**src/rtl/serial_subtractor_if.sv**
```systemverilog
// serial_subtractor_if
//   Operand/result bundle for the bit-serial subtractor.
//   master: requester side. It drives start, a, b and borrow_in, and it
//           observes ready, busy, done, diff and borrow_out.
//   slave : subtractor side. It takes the opposite directions.
//   WIDTH : operand and result width. It must match the attached subtractor.
interface serial_subtractor_if #(
    parameter int WIDTH = 8
);
    logic             start;
    logic [WIDTH-1:0] a;
    logic [WIDTH-1:0] b;
    logic             borrow_in;
    logic             ready;
    logic             busy;
    logic             done;
    logic [WIDTH-1:0] diff;
    logic             borrow_out;

    modport master (
        output start, a, b, borrow_in,
        input  ready, busy, done, diff, borrow_out
    );

    modport slave (
        input  start, a, b, borrow_in,
        output ready, busy, done, diff, borrow_out
    );
endinterface

```
**src/rtl/serial_subtractor.sv**
```systemverilog
// serial_subtractor
//   Bit-serial unsigned subtractor. It computes a - b - borrow_in one bit per
//   clock, least significant bit first. It uses one full-subtractor cell and
//   one borrow flip-flop.
//   clk   : rising-edge clock
//   rst_n : asynchronous active-low reset
//   bus   : slave side of serial_subtractor_if
//           start/ready form the accept handshake (a, b and borrow_in are
//           sampled on accept). busy is high during the serial run. done
//           pulses for one cycle. diff and borrow_out are registered and are
//           held until the next operation completes.
module serial_subtractor #(
    parameter int WIDTH = 8
) (
    input  logic                 clk,
    input  logic                 rst_n,
    serial_subtractor_if.slave   bus
);
    localparam int              CNT_W = (WIDTH > 1) ? $clog2(WIDTH) : 1;
    localparam logic [CNT_W-1:0] LAST = CNT_W'(WIDTH - 1);

    typedef enum logic [1:0] {
        IDLE = 2'd0,
        RUN  = 2'd1,
        DONE = 2'd2
    } state_t;

    state_t           state;
    logic [WIDTH-1:0] sa;
    logic [WIDTH-1:0] sb;
    logic [WIDTH-1:0] sd;
    logic             br;
    logic [CNT_W-1:0] cnt;
    logic [WIDTH-1:0] diff_q;
    logic             borrow_q;

    // Full-subtractor cell: difference bit.
    function automatic logic fs_diff(input logic x, input logic y, input logic bin);
        return x ^ y ^ bin;
    endfunction

    // Full-subtractor cell: borrow out.
    function automatic logic fs_borrow(input logic x, input logic y, input logic bin);
        return (~x & y) | (~(x ^ y) & bin);
    endfunction

    logic             d_bit;
    logic             b_bit;
    logic [WIDTH-1:0] sd_next;

    always_comb begin
        d_bit   = fs_diff(sa[0], sb[0], br);
        b_bit   = fs_borrow(sa[0], sb[0], br);
        // The new difference bit enters at the MSB. After WIDTH shifts, the
        // bit processed first has reached bit 0. The shift/or form also covers
        // WIDTH=1 without a degenerate slice.
        sd_next = (sd >> 1) | (WIDTH'(d_bit) << (WIDTH - 1));
    end

    always_ff @(posedge clk or negedge rst_n) begin
        if (!rst_n) begin
            state    <= IDLE;
            sa       <= '0;
            sb       <= '0;
            sd       <= '0;
            br       <= 1'b0;
            cnt      <= '0;
            diff_q   <= '0;
            borrow_q <= 1'b0;
        end else begin
            case (state)
                IDLE: begin
                    // ready is 1 throughout IDLE, so start alone marks an accept.
                    if (bus.start) begin
                        sa    <= bus.a;
                        sb    <= bus.b;
                        br    <= bus.borrow_in;
                        sd    <= '0;
                        cnt   <= '0;
                        state <= RUN;
                    end
                end
                RUN: begin
                    sa  <= sa >> 1;
                    sb  <= sb >> 1;
                    sd  <= sd_next;
                    br  <= b_bit;
                    cnt <= cnt + 1'b1;
                    // The last bit is processed here. Publish the result on
                    // the same edge.
                    if (cnt == LAST) begin
                        diff_q   <= sd_next;
                        borrow_q <= b_bit;
                        state    <= DONE;
                    end
                end
                DONE: begin
                    state <= IDLE;
                end
                default: begin
                    state <= IDLE;
                end
            endcase
        end
    end

    // Status outputs decode registered state only, so no input reaches an
    // output combinationally.
    assign bus.ready      = (state == IDLE);
    assign bus.busy       = (state == RUN);
    assign bus.done       = (state == DONE);
    assign bus.diff       = diff_q;
    assign bus.borrow_out = borrow_q;
endmodule

```
**src/flat_wrapper.sv**
```systemverilog
// flat-port wrapper written by rule: the top's interface ports become plain ports
module serial_subtractor_flat 
#(
    parameter int WIDTH = 8
)
  (clk, rst_n, bus_start, bus_a, bus_b, bus_borrow_in, bus_ready, bus_busy, bus_done, bus_diff, bus_borrow_out);
  serial_subtractor_if #(.WIDTH(WIDTH)) bus_i ();
  input  logic clk;
  input  logic rst_n;
  input wire logic [$bits(bus_i.start)-1:0] bus_start;
  input wire logic [$bits(bus_i.a)-1:0] bus_a;
  input wire logic [$bits(bus_i.b)-1:0] bus_b;
  input wire logic [$bits(bus_i.borrow_in)-1:0] bus_borrow_in;
  output wire logic [$bits(bus_i.ready)-1:0] bus_ready;
  output wire logic [$bits(bus_i.busy)-1:0] bus_busy;
  output wire logic [$bits(bus_i.done)-1:0] bus_done;
  output wire logic [$bits(bus_i.diff)-1:0] bus_diff;
  output wire logic [$bits(bus_i.borrow_out)-1:0] bus_borrow_out;
  assign bus_i.start = bus_start;
  assign bus_i.a = bus_a;
  assign bus_i.b = bus_b;
  assign bus_i.borrow_in = bus_borrow_in;
  assign bus_ready = bus_i.ready;
  assign bus_busy = bus_i.busy;
  assign bus_done = bus_i.done;
  assign bus_diff = bus_i.diff;
  assign bus_borrow_out = bus_i.borrow_out;
  serial_subtractor #(.WIDTH(WIDTH)) u_core (.clk(clk), .rst_n(rst_n), .bus(bus_i));
endmodule
```
**config.mk**
```make
export PLATFORM = sky130hd
export DESIGN_NAME = serial_subtractor_flat
export DESIGN_NICKNAME = d
export VERILOG_FILES = /design/src/rtl/serial_subtractor_if.sv /design/src/rtl/serial_subtractor.sv /design/src/flat_wrapper.sv
export SDC_FILE = /design/constraint.sdc
export NUM_CORES = 1
export LEC_CHECK = 0
export ABC_CLOCK_PERIOD_IN_PS = 3190
export CAP_MARGIN = 25
export CELL_PAD_IN_SITES_DETAIL_PLACEMENT = 0
export CELL_PAD_IN_SITES_GLOBAL_PLACEMENT = 1
export CORE_MARGIN = 4
export CORE_UTILIZATION = 35
export DETAILED_ROUTE_END_ITERATION = 8
export PLACE_DENSITY = 0.67
export SETUP_SLACK_MARGIN = 0.2
export SLEW_MARGIN = 20
export SYNTH_ARGS = -nofsm -noshare
export SYNTH_HDL_FRONTEND = slang
export SYNTH_SLANG_ARGS = --single-unit
```
**constraint.sdc**
```tcl
create_clock -name clk -period 3.19 [get_ports clk]
set_input_delay 0.638 -clock clk [delete_from_list [all_inputs] [get_ports clk]]
set_output_delay 0.638 -clock clk [all_outputs]
set_load 0.05 [all_outputs]
```
==> impl_metrics.yaml <==
synthesis:
  yosys.cell_count.top_type: "dfrtp_1"
  synthDistinctLibCells: 28
  synth.top_cell.area_share_pct: 53.7
  synth_top_cells_by_count: "dfrtp_1 (38), inv_1 (11), a22o_1 (9)"
  syn-instance-count: 135
  number_of_nets_produced_by_synthesis: 158
  number_of_synthesized_flops_with_an_enable_pin: 0
  ys.warnings.count: 0
  post_synth_main_area_contributors: "dfrtp_1 (54%), a22o_1 (4.4%), mux2_1 (3.8%)"
  dominantRegCellSynth: "dfrtp_1"
  ys_ff_latch: 38
  mappedNetlistArea_um2: 1770
  synth_area_per_cell_um2: 13.1
  synth_area_leader_cell: "dfrtp_1"
  post_synthesis_sequential_area_ratio_pct: 53.7
  synth-async-reset-ratio_pct: 100
place:
  hpwlAfterDp_mm: 2.26
  gp_congestion: 0.709
  port_buffer_count: 31
  place_worst_setup_slack_ns: 0.876
  place_inst: 223
global_route:
  groute.layer.met3.usage_pct: 4.76
  grt_start_max_net_pins: 39
  grt-busiest-layer: "met2"
  wire_length_of_the_first_global_routing_pass_mm: 5.95
  grt_use_met2_pct: 17.5
  use_met1_pct: 16.3
  grt_antenna_before_repair: 0
  gr-total-overflow: 0
  grt_total_usage_pct: 12.3
  first_global_vias: 1273
pwr:
  share_comb_of_total_power_pct: 43.5
  power_switching_w: 0.000840
  power.ir.vdd_worst_v: 0.000420
  post-layout-total-power_w: 0.00222
  power.internal_w: 0.00138
  switching_share_pct: 37.9
  power_density_nw_per_um2: 1010
  clkPwrFrac_pct: 18.6
  power.leakage_nw: 0.972
  sequential_power_share_pct: 37.9
cells_and_area:
  design.final.nets: 186
  areaGrowthSynthToFinish_pct: 23.8
  n_antenna_cell: 0
  final.fill_count: 474
  finish.cell_count_without_fillers: 230
  drive_above_1_share_pct: 13.5
clock_tree:
  clkTransAtPathRegs_ns: 0.07
  cts-root-to-sink-buffers: 2
  cts.root.buffer_cell: "clkbuf_8"
  cts_inserted_buffers: 5
  clock_latency_ns: 0.28
  htreeDepth: 2
  cts_stage_hold_buffer_count: 0
  numClockSinks: 38
  post_cts.resized_instances: 0
  tritoncts: "yes"
  cts.repair_timing.setup_buffer_count: 0
sta:
  rsz0062_at_grt: "false"
  hold_viol_final: 0
  whs_ns: 0.453
  timing.final.crit_period_ns: 2.61
  max_slew_margin_pct: 44.7
  setup_total_negative_slack_ns: 0
  fmax_mhz: 383
  final_max_slew_viol_count: 0
  clock_skew_after_layout_ns: 0.00280
  worst_slack_ns: 0.582
  final.period_utilization_pct: 81.7
  finalSetupViolations: 0
  tightest_slew_ns: 0.830
setup_path:
  worst_setup_path_start_kind: "flop"
  crit_path_cell_trace: "nor2_1 > clkdlybuf4s50_1"
  critical_path_peak_fanout: 12
  worst_path_max_delay_cell: "clkdlybuf4s50_1"
  setup.worst_path.class: "reg2out"
  cpPeakStageDelay_ns: 0.86
  critPathRequiredTime_ns: 2.55
  worstSetupEndpointType: "output pin"
  worstPathArrival_ns: 1.97
floorplan:
  fp-row-count: 25
  dieWidth_um: 79.1
  core_area_um2: 4820
  die_h_um: 79.1
  die-area_um2: 6260
  start_util_pct: 36.8
  num_io_pins: 32
flow_run:
  max_cap_viol_count: 0
detailed_routing:
  final_wl_mm: 3.40
  avgViaCountPerCell: 5.16
  average_wire_length_per_cell_after_detail_routing_um: 14.8
  detail_route.first_pass.iterations: 4
  ant_nets: 0
  routed_vias: 1186
  drt_first_iter_violations: 65
  post-route-drc-count: 0
min_path:
  min-delay-path-class: "in2async"
outcome:
  run_status: "completed"
[final timing paths]
check                           slack, ns  depth (start not counted)            endpoint                from
worst min register to register       0.49                          1  u_core.bus.diff[3]  u_core.bus.diff[3]
worst max-delay path                 0.58                          2           bus_ready     u_core.state[1]
worst min-delay path                 0.45                          1  u_core.bus.diff[5]               rst_n
max in group asynchronous            2.22                          1        u_core.sa[7]               rst_n
worst max register to register       1.27                          3  u_core.bus.diff[7]     u_core.state[0]
min in group clk                     0.49                          1  u_core.bus.diff[3]  u_core.bus.diff[3]
[metal layers]
| layer | share of wire, % | wire length [µm] | vias up |
|---|---|---|---|
| met1 | 50 | 1700 | 597 |
| met2 | 44 | 1510 | 25 |
| li1 | - | - | 560 |
| met5 | 0 | 0 | - |
| met4 | 1.5 | 51 | 0 |
| met3 | 4.0 | 137 | 4 |
[layout make-up]
cell class	instances	area, µm²	share of cell area (%)
sequential	38	951	43.4
multi-input combinational	73	683	31.1
timing repair buffer	33	318	14.5
tap	67	83.8	3.82
clock buffer	6	82.6	3.76
inverter	12	45.0	2.05
clock inverter	1	30.0	1.37
[placed cells by master, fill, tap and decap left out, drive strengths merged, types with 3 or more instances in the layout]
cell,count
dfrtp,38
clkbuf,6
a22o,9
or4b,6
buf,4
a222oi,3
clkdlybuf4s50,29
inv,12
mux2,8
nor4b,6
o221a,6
nor2b,4
a211oi,6
nand2b,3
nor3b,8
[power by group through the flow]
stage,clock network (W),registers [W],logic [W]
floorplan,0,0.000986,0.000594
global placement,0,0.000846,0.000956
finish,0.000413,0.000840,0.000966
CTS,0.000424,0.000843,0.000978
global route,0.000452,0.000871,0.00105
detailed placement,0,0.000848,0.000979
[registers in the layout, summed over array words and instances, names as in the netlist]
name                   cells
u_core.sa                  8
u_core.br                  1
u_core.cnt                 3
u_core.sb                  8
u_core.bus.borrow_out      1
u_core.bus.diff            8
u_core.sd                  7
u_core.state               2
[through the flow]
stage / instance area [µm²] / util (%)
final: 2190 / 45.5
after detailed placement: 2080 / 43.2
after CTS: 2190 / 45.5
after global placement: 2080 / 43.2
after global routing: 2190 / 45.5
after floorplan: 1770 / -
[worst max-delay path: cells and delay by family (launching register included)]
family                 cells  cell delay (ns)
buffers and inverters      1             0.86
DFF                        1             0.51
and+or+nand+nor            1             0.31
[logic make-up (layout without fill, tap and decap cells)]
| family | Yosys count | after routing | synth area share (%) |
|---|---|---|---|
| AOI/OAI and AO/OA | 29 | 29 | 15.4 |
| buffers and inverters | 24 | 52 | 7.77 |
| and+or+nand+nor | 31 | 31 | 14.0 |
| muxes | 10 | 10 | 6.64 |
| DFF | 38 | 38 | 53.7 |
| adders and majority gates | 3 | 3 | 2.54 |
No activity file was read; power rests on OpenSTA's default activity.
